==> src/rtl/accel_sample_frontend_if.sv <==
// Sample-in / filtered-pair-out signal bundle for accel_sample_frontend.
// master = sample producer and pedometer core side, slave = the frontend.
interface accel_sample_frontend_if #(
    parameter int DATA_W    = 8,
    parameter int FIFO_LOG2 = 2
);
    logic              s_valid;
    logic [DATA_W-1:0] s_data;
    logic              s_ready;
    logic              out_ready;
    logic              countSteps;
    logic [DATA_W-1:0] A;
    logic [DATA_W-1:0] B;
    logic [FIFO_LOG2:0] fill_level;

    modport master (
        output s_valid, s_data, out_ready,
        input  s_ready, countSteps, A, B, fill_level
    );

    modport slave (
        input  s_valid, s_data, out_ready,
        output s_ready, countSteps, A, B, fill_level
    );
endinterface

==> src/rtl/accel_sample_frontend.sv <==
// Raw accelerometer sample FIFO, moving-average filter and (current, previous)
// pair emitter feeding the pedometer core.
module accel_sample_frontend #(
    parameter int DATA_W    = 8,
    parameter int WIN_LOG2  = 2,
    parameter int FIFO_LOG2 = 2
) (
    input  logic                   clk,
    input  logic                   reset,
    input  logic                   flush,
    accel_sample_frontend_if.slave bus
);
    localparam int unsigned WIN   = 1 << WIN_LOG2;
    localparam int unsigned DEPTH = 1 << FIFO_LOG2;
    localparam int unsigned SUM_W = DATA_W + WIN_LOG2;

    localparam logic [FIFO_LOG2:0]  FULL_LVL = {1'b1, {FIFO_LOG2{1'b0}}};
    localparam logic [WIN_LOG2-1:0] LAST_TAP = '1;

    typedef enum logic [1:0] {ST_FILL, ST_RUN, ST_EMIT} state_t;

    logic [DATA_W-1:0]    mem_q [DEPTH];
    logic [DATA_W-1:0]    mem_d [DEPTH];
    logic [FIFO_LOG2-1:0] wr_ptr_q, wr_ptr_d;
    logic [FIFO_LOG2-1:0] rd_ptr_q, rd_ptr_d;
    logic [FIFO_LOG2:0]   cnt_q, cnt_d;

    logic [DATA_W-1:0]    taps_q [WIN];
    logic [DATA_W-1:0]    taps_d [WIN];
    logic [SUM_W-1:0]     sum_q, sum_d;
    logic [WIN_LOG2-1:0]  tap_cnt_q, tap_cnt_d;
    logic [DATA_W-1:0]    prev_q, prev_d;
    logic [DATA_W-1:0]    a_q, a_d;
    logic [DATA_W-1:0]    b_q, b_d;
    state_t               state_q, state_d;

    logic              fifo_full;
    logic              fifo_empty;
    logic              s_ready;
    logic              push;
    logic              pop;
    logic [DATA_W-1:0] head;
    logic [SUM_W-1:0]  sum_n;
    logic [DATA_W-1:0] filt;

    assign fifo_full  = (cnt_q == FULL_LVL);
    assign fifo_empty = (cnt_q == '0);
    // Readiness uses the pre-pop level, so a full FIFO refuses even when popping.
    assign s_ready    = !fifo_full && !flush;
    assign push       = bus.s_valid && s_ready;
    assign pop        = (state_q != ST_EMIT) && !fifo_empty && !flush;
    assign head       = mem_q[rd_ptr_q];

    // Oldest tap is always part of sum, so this never underflows.
    assign sum_n = sum_q + SUM_W'(head) - SUM_W'(taps_q[WIN-1]);
    assign filt  = sum_n[SUM_W-1:WIN_LOG2];

    always_comb begin
        mem_d    = mem_q;
        wr_ptr_d = wr_ptr_q;
        rd_ptr_d = rd_ptr_q;
        cnt_d    = cnt_q;
        if (flush) begin
            wr_ptr_d = '0;
            rd_ptr_d = '0;
            cnt_d    = '0;
        end else begin
            if (push) begin
                mem_d[wr_ptr_q] = bus.s_data;
                wr_ptr_d        = wr_ptr_q + FIFO_LOG2'(1);
            end
            if (pop) begin
                rd_ptr_d = rd_ptr_q + FIFO_LOG2'(1);
            end
            case ({push, pop})
                2'b10:   cnt_d = cnt_q + (FIFO_LOG2+1)'(1);
                2'b01:   cnt_d = cnt_q - (FIFO_LOG2+1)'(1);
                default: cnt_d = cnt_q;
            endcase
        end
    end

    always_comb begin
        state_d   = state_q;
        taps_d    = taps_q;
        sum_d     = sum_q;
        tap_cnt_d = tap_cnt_q;
        prev_d    = prev_q;
        a_d       = a_q;
        b_d       = b_q;
        if (flush) begin
            state_d   = ST_FILL;
            taps_d    = '{default: '0};
            sum_d     = '0;
            tap_cnt_d = '0;
            prev_d    = '0;
            a_d       = '0;
            b_d       = '0;
        end else begin
            if (pop) begin
                taps_d[0] = head;
                for (int unsigned i = 1; i < WIN; i++) begin
                    taps_d[i] = taps_q[i-1];
                end
                sum_d = sum_n;
            end
            case (state_q)
                ST_FILL: begin
                    if (pop) begin
                        if (tap_cnt_q == LAST_TAP) begin
                            a_d     = filt;
                            b_d     = filt;
                            prev_d  = filt;
                            state_d = ST_EMIT;
                        end else begin
                            tap_cnt_d = tap_cnt_q + WIN_LOG2'(1);
                        end
                    end
                end
                ST_RUN: begin
                    if (pop) begin
                        a_d     = filt;
                        b_d     = prev_q;
                        prev_d  = filt;
                        state_d = ST_EMIT;
                    end
                end
                ST_EMIT: begin
                    if (bus.out_ready) begin
                        state_d = ST_RUN;
                    end
                end
                default: state_d = ST_FILL;
            endcase
        end
    end

    always_ff @(posedge clk or negedge reset) begin
        if (!reset) begin
            mem_q     <= '{default: '0};
            wr_ptr_q  <= '0;
            rd_ptr_q  <= '0;
            cnt_q     <= '0;
            taps_q    <= '{default: '0};
            sum_q     <= '0;
            tap_cnt_q <= '0;
            prev_q    <= '0;
            a_q       <= '0;
            b_q       <= '0;
            state_q   <= ST_FILL;
        end else begin
            mem_q     <= mem_d;
            wr_ptr_q  <= wr_ptr_d;
            rd_ptr_q  <= rd_ptr_d;
            cnt_q     <= cnt_d;
            taps_q    <= taps_d;
            sum_q     <= sum_d;
            tap_cnt_q <= tap_cnt_d;
            prev_q    <= prev_d;
            a_q       <= a_d;
            b_q       <= b_d;
            state_q   <= state_d;
        end
    end

    assign bus.s_ready    = s_ready;
    assign bus.countSteps = (state_q == ST_EMIT);
    assign bus.A          = a_q;
    assign bus.B          = b_q;
    assign bus.fill_level = cnt_q;
endmodule

==> src/flat_wrapper.sv <==
// flat-port wrapper written by rule: the top's interface ports become plain ports
module accel_sample_frontend_flat 
#(
    parameter int DATA_W    = 8,
    parameter int WIN_LOG2  = 2,
    parameter int FIFO_LOG2 = 2
)
  (clk, reset, flush, bus_s_valid, bus_s_data, bus_out_ready, bus_s_ready, bus_countSteps, bus_A, bus_B, bus_fill_level);
  accel_sample_frontend_if #(.DATA_W(DATA_W), .FIFO_LOG2(FIFO_LOG2)) bus_i ();
  input  logic clk;
  input  logic reset;
  input  logic flush;
  input wire logic [$bits(bus_i.s_valid)-1:0] bus_s_valid;
  input wire logic [$bits(bus_i.s_data)-1:0] bus_s_data;
  input wire logic [$bits(bus_i.out_ready)-1:0] bus_out_ready;
  output wire logic [$bits(bus_i.s_ready)-1:0] bus_s_ready;
  output wire logic [$bits(bus_i.countSteps)-1:0] bus_countSteps;
  output wire logic [$bits(bus_i.A)-1:0] bus_A;
  output wire logic [$bits(bus_i.B)-1:0] bus_B;
  output wire logic [$bits(bus_i.fill_level)-1:0] bus_fill_level;
  assign bus_i.s_valid = bus_s_valid;
  assign bus_i.s_data = bus_s_data;
  assign bus_i.out_ready = bus_out_ready;
  assign bus_s_ready = bus_i.s_ready;
  assign bus_countSteps = bus_i.countSteps;
  assign bus_A = bus_i.A;
  assign bus_B = bus_i.B;
  assign bus_fill_level = bus_i.fill_level;
  accel_sample_frontend #(.DATA_W(DATA_W), .WIN_LOG2(WIN_LOG2), .FIFO_LOG2(FIFO_LOG2)) u_core (.clk(clk), .reset(reset), .flush(flush), .bus(bus_i));
endmodule
==> config.mk <==
export PLATFORM = sky130hd
export DESIGN_NAME = accel_sample_frontend_flat
export DESIGN_NICKNAME = d
export VERILOG_FILES = /design/src/rtl/accel_sample_frontend_if.sv /design/src/rtl/accel_sample_frontend.sv /design/src/flat_wrapper.sv
export SDC_FILE = /design/constraint.sdc
export NUM_CORES = 1
export LEC_CHECK = 0
export CAP_MARGIN = 30
export CORE_MARGIN = 3
export CORE_UTILIZATION = 45
export DETAILED_ROUTE_END_ITERATION = 16
export PLACE_DENSITY = 0.68
export SYNTH_ARGS = -nofsm -noshare
export SYNTH_HDL_FRONTEND = slang
export SYNTH_SLANG_ARGS = --single-unit
export TNS_END_PERCENT = 5
==> constraint.sdc <==
create_clock -name clk -period 6.2 [get_ports clk]
set_clock_uncertainty 0.05 [all_clocks]
set_input_delay 0.62 -clock clk [delete_from_list [all_inputs] [get_ports clk]]
set_output_delay 0.62 -clock clk [all_outputs]
set_load 0.02 [all_outputs]
Yosys cells after proc, flatten, opt, wreduce, memory -nomap -nowiden
Cells that the tools add are included.

Bits in latches: 0. Bits of input ports: 13. Bits in writable memories: 0. Memory bits (read-only): 0. Memories kept: 0. Logic and storage cells: 94. Output and inout bits: 21. Register bits: 101.

Multiply operators: 0. Eq/ne operators: 12. Reduce and logical (&&, ||, !) cells: 19. Bitwise logic cells: 3. $add $sub $neg: 7. Divide/modulo/power cells: 0. $lt $le $gt $ge: 3. Shift-type cells: 0. Mux-type cells: 34.

Operators by type and width (count): $mux 8 (9); $mux 32 (2); $bwmux 32 (1); $pmux 8 s2 (2); $mux 2 (13); $mux 10 (2); $bmux 8 s2 (1); $demux 8 s2 (1); $add 10x8->10 (1); $sub 10x8->10 (1); $ne 3x2->1 const B (3); $reduce_and 4->1 (2); $add 2x1->2 const B (3); $eq 2x2->1 const B (3); $ge 3x3->1 const B (2); $not 2->3 (2); $pmux 2 s3 (1); $pmux 3 s2 (1); $reduce_bool 2->1 (3); $reduce_bool 3->1 (2); $logic_and 1x1->1 (5); $eq 2x1->1 const B (2); $ne 2x2->1 const B (2); $add 3x1->3 const B (1); 11 further kinds (13).

Depth between registers and ports, before layout
Depth in word-level cells: 10. Depth in mapped cells: 12. Depth with buffers taken out: 11.

Worst setup path before layout
Ideal clock, no wire load.

Kind: reg2reg. From: register u_core.rd_ptr_q[0]. To: register u_core.prev_q[7]. Clock period less this slack: 3377 ps. Library setup time: 99 ps. Stages on the path, launching flop included: 13. Path slack: 2823 ps. Arrival: 3227 ps. Cells stage by stage: dfrtp_1 > buf_2 > mux4_2 > inv_1 > fa_1 > inv_1 > ha_1 > and2_4 > a221o_1 > o21ai_2 > mux2i_1 > or3_1 > a311oi_1.

Longest elaborated chain between the ends: 10.

RTL lines: from (decl) (RTL line accel_sample_frontend.sv:25) `logic [FIFO_LOG2-1:0] rd_ptr_q, rd_ptr_d;`; from (signal assigned) (RTL line accel_sample_frontend.sv:154) `rd_ptr_q <= rd_ptr_d;`; $not 2->3 (implied by the code) (*) (RTL line accel_sample_frontend.sv:52) `assign head = mem_q[rd_ptr_q];`; $bmux 8 s2 (*) (RTL line accel_sample_frontend.sv:52); $mux 8 (implied by the code) (*) (2 in series) (RTL line accel_sample_frontend.sv:52); $add 10x8->10 (*) (RTL line accel_sample_frontend.sv:55) `assign sum_n = sum_q + SUM_W'(head) - SUM_W'(taps_q[WIN-1]);`; $sub 10x8->10 (*) (RTL line accel_sample_frontend.sv:55); $mux 8 (RTL line accel_sample_frontend.sv:110) `if (tap_cnt_q == LAST_TAP) begin`; $mux 8 (RTL line accel_sample_frontend.sv:109) `if (pop) begin`; $pmux 8 s2 (*) (RTL line accel_sample_frontend.sv:107) `case (state_q)`; $mux 8 (*) (RTL line accel_sample_frontend.sv:91) `if (flush) begin`; to (signal assigned) (RTL line accel_sample_frontend.sv:159) `prev_q <= prev_d;`; to (decl) (RTL line accel_sample_frontend.sv:32) `logic [DATA_W-1:0] prev_q, prev_d;`.

Mark *: on every way between the ends. The rest lies on a longest branch, timed or not. The select of a mux whose other input is x is not followed. A chain may end at the register's enable or synchronous reset.

Final worst setup path
Same ends and word-level chain as after synthesis.

==> flow_summary.json <==
{
  "hp-class": "in -> async",
  "place_congestion": 0.8035,
  "yosys_warnings": 0,
  "rsz0062_at_grt": "false",
  "cpLargestDelayFamily": "multiplexers",
  "io_buffers": 33,
  "core_area_mm2": 0.01060,
  "io_pins": 34,
  "syn_inst": 494,
  "crit_buf_inv": 2,
  "hold_violations": 0,
  "drt_iter0_drc": 185,
  "postCtsSetupBuffers": 0,
  "cts_resized": 0,
  "switching_share_pct": 44.21,
  "drtAntennaViolNets": 0,
  "cpMostUsedCell": "inv_1",
  "synth_cell_types": 40,
  "fin_crit_ns": 3.741,
  "root_buffer": "clkbuf_8",
  "setup_viol": 0,
  "synth_fp_nets": 531,
  "place_area_mm2": 0.005490,
  "die_w_um": 111.6,
  "grt_overflow": 0,
  "dr.pass1.iters": 4,
  "synthArstFlopShare_pct": 100.0,
  "hpwl_um": 6630,
  "crit_arrival_ns": 3.97,
  "startpoint_type": "register",
  "p_comb_share_pct": 55.9,
  "yosysMostFrequentCell": "nand2_1",
  "initial_core_util_pct": 47.33,
  "syn_area_per_cell_um2": 10.16,
  "end_kind": "register",
  "fmax_ghz": 0.2673,
  "ys.flop_type": "dfrtp_1",
  "fp.dieArea_mm2": 0.01245,
  "stdcell_area_mm2": 0.005714,
  "cp_slowest_cell": "dfrtp_1",
  "finalPower_uw": 3237,
  "grtUsageTotal_pct": 16.20,
  "grt_max_degree": 73,
  "required_ns": 6.43,
  "drcViolationCount": 0,
  "htreeDepth": 3,
  "clockBufferDepth": 2,
  "tightest_slew_ns": 0.8805,
  "instances_no_fill": 660,
  "p_per_area_mw_per_mm2": 566.5,
  "grt_pass1_wl_um": 16610,
  "max_cap_violations": 0,
  "viasPerCell": 5.297,
  "holdWs_ns": 0.05098,
  "maxSlewHeadroom_pct": 41.30,
  "p_int_uw": 1806,
  "drive_above_1_share_pct": 13.36,
  "ys_seq_area_share_pct": 50.37,
  "clock_latency_ns": 0.37,
  "area.growth.synth_to_final_pct": 13.89,
  "min_period_over_period_pct": 60.33,
  "num_rows": 37,
  "grt_pass1_vias": 3389,
  "p_leak_uw": 0.002568,
  "cts_sinks": 101,
  "cp_cell_sequence": "mux4_2 > inv_1 > fa_1 > inv_1 > ha_1 > and2_4 > a221o_1 > o21ai_2 > mux2i_1 > o21ai_0 > a311oi_1",
  "diodes": 0,
  "die_h_um": 111.6,
  "synth_edf_count": 0,
  "num_vias": 3496,
  "slowest_delay_ns": 0.72,
  "nNetsFinal": 556,
  "cts_tree": "done",
  "drt-total-wl_um": 9708,
  "netlist.area_leader.share_pct": 50.37,
  "dp.cells": 644,
  "seq_power_share_pct": 29.8,
  "syn_area_mm2": 0.005017,
  "clkSlewWorstSetupHoldPaths_ns": 0.11,
  "cts.hold.buffers_added": 0,
  "drv_slew": 0,
  "wire_per_inst_um": 14.71,
  "cts-buffers-inserted": 9,
  "clock_power_share_pct": 14.3,
  "crit_fanout": 10,
  "ys_top_cells_by_area": "dfrtp_1 50%, nand2_1 7.9%, mux2_2 7.2%, a21oi_1 5.7%, ha_1 3.7%",
  "tns_ns": 0,
  "synth_common_cells": "106 x nand2_1, 101 x dfrtp_1, 57 x a21oi_1",
  "switchingPower_uw": 1431,
  "critPathKind": "reg -> reg",
  "synth-seq-cells": 101,
  "peakVddDrop_v": 0.0003248,
  "antenna_found_initial": 0,
  "outcome": "complete, no violations",
  "synthDominantAreaCellType": "dfrtp_1"
}
[final cells by class]
class                      count  area [µm²]
fill                         923        4887
sequential                   101        2527
multi-input combinational    333        2270
timing repair buffer          39       391.6
tap                          136       170.2
clock buffer                  10       137.6
inverter                      35       131.4
clock inverter                 6       86.33
[state kept, by name (all words and copies together), names as in the netlist]
| signal | count |
|---|---|
| u_core.mem_q | 32 |
| u_core.taps_q | 32 |
| u_core.sum_q | 10 |
| u_core.bus.B | 8 |
| u_core.prev_q | 8 |
| u_core.bus.fill_level | 3 |
| u_core.rd_ptr_q | 2 |
| u_core.state_q | 2 |
| u_core.tap_cnt_q | 2 |
| u_core.wr_ptr_q | 2 |
[routing by layer]
metal	part of all wire, %	vias up	wire [µm]	GRT usage (%)
met4	0.81	0	79	4.136
met1	47	1735	4587	22.14
met5	0	-	0	0
met3	2.8	5	272	3.478
met2	49	52	4769	26.54
li1	-	1704	-	-
[through the flow]
step / setup WS, ns / util, %
final: 2.459 / 53.90
after detailed placement: 2.421 / 51.79
after CTS: 2.417 / 53.90
after global placement: 2.515 / 51.42
after global routing: 2.130 / 53.90
after floorplan: 2.823 / -
[cell families after synthesis]
family	synth area share [%]
AO/OA/AOI/OAI	10.82
multiplexers	11.37
adder cells (fa/ha/maj)	7.332
XOR/XNOR	1.920
buffers and inverters	4.539
AND/OR/NAND/NOR	13.64
flip-flops	50.37
[worst paths after layout]
| check | startpoint | end | slack [ns] | cells after the start |
|---|---|---|---|---|
| worst max register to register | u_core.rd_ptr_q[0] | u_core.prev_q[7] | 2.46 | 11 |
| min in group clk | u_core.mem_q[11] | u_core.mem_q[11] | 0.46 | 1 |
| worst min-delay path | reset | u_core.bus.fill_level[1] | 0.05 | 1 |
| max in group asynchronous | reset | u_core.taps_q[8] | 5.09 | 3 |
| worst max-delay path | u_core.rd_ptr_q[0] | u_core.prev_q[7] | 2.46 | 11 |
| worst min register to register | u_core.mem_q[11] | u_core.mem_q[11] | 0.46 | 1 |
[power groups by stage]
| stage | Combinational [µW] | Clock [µW] | Sequential, µW |
|---|---|---|---|
| after floorplan | 1400 | 0 | 946 |
| after global placement | 1760 | 0 | 968 |
| after detailed placement | 1820 | 0 | 979 |
| after CTS | 1830 | 476 | 965 |
| after global routing | 2040 | 500 | 990 |
| final | 1810 | 463 | 963 |
[cell usage in the layout, fill, tap and decap left out, drive strengths merged, types with 2 or more instances in the layout]
master | Yosys | final
or4 | 2 | 2
nor2 | 29 | 29
mux2 | 32 | 32
o31ai | 2 | 2
ha | 15 | 15
nor3 | 6 | 6
buf | 6 | 8
fa | 9 | 9
mux4 | 8 | 8
xnor2 | 8 | 8
nand3 | 2 | 2
nand2b | 3 | 3
a211oi | 10 | 10
a21o | 5 | 5
clkbuf | 19 | 10
o211ai | 5 | 5
nor3b | 2 | 2
mux2i | 3 | 3
dfrtp | 101 | 101
xor2 | 3 | 3
inv | 35 | 39
and3 | 3 | 3
a21oi | 57 | 57
clkdlybuf4s50 | 0 | 31
nor2b | 3 | 3
o21ai | 6 | 6
nand2 | 106 | 106
or3 | 4 | 4
No activity file was read; power rests on OpenSTA's default activity.
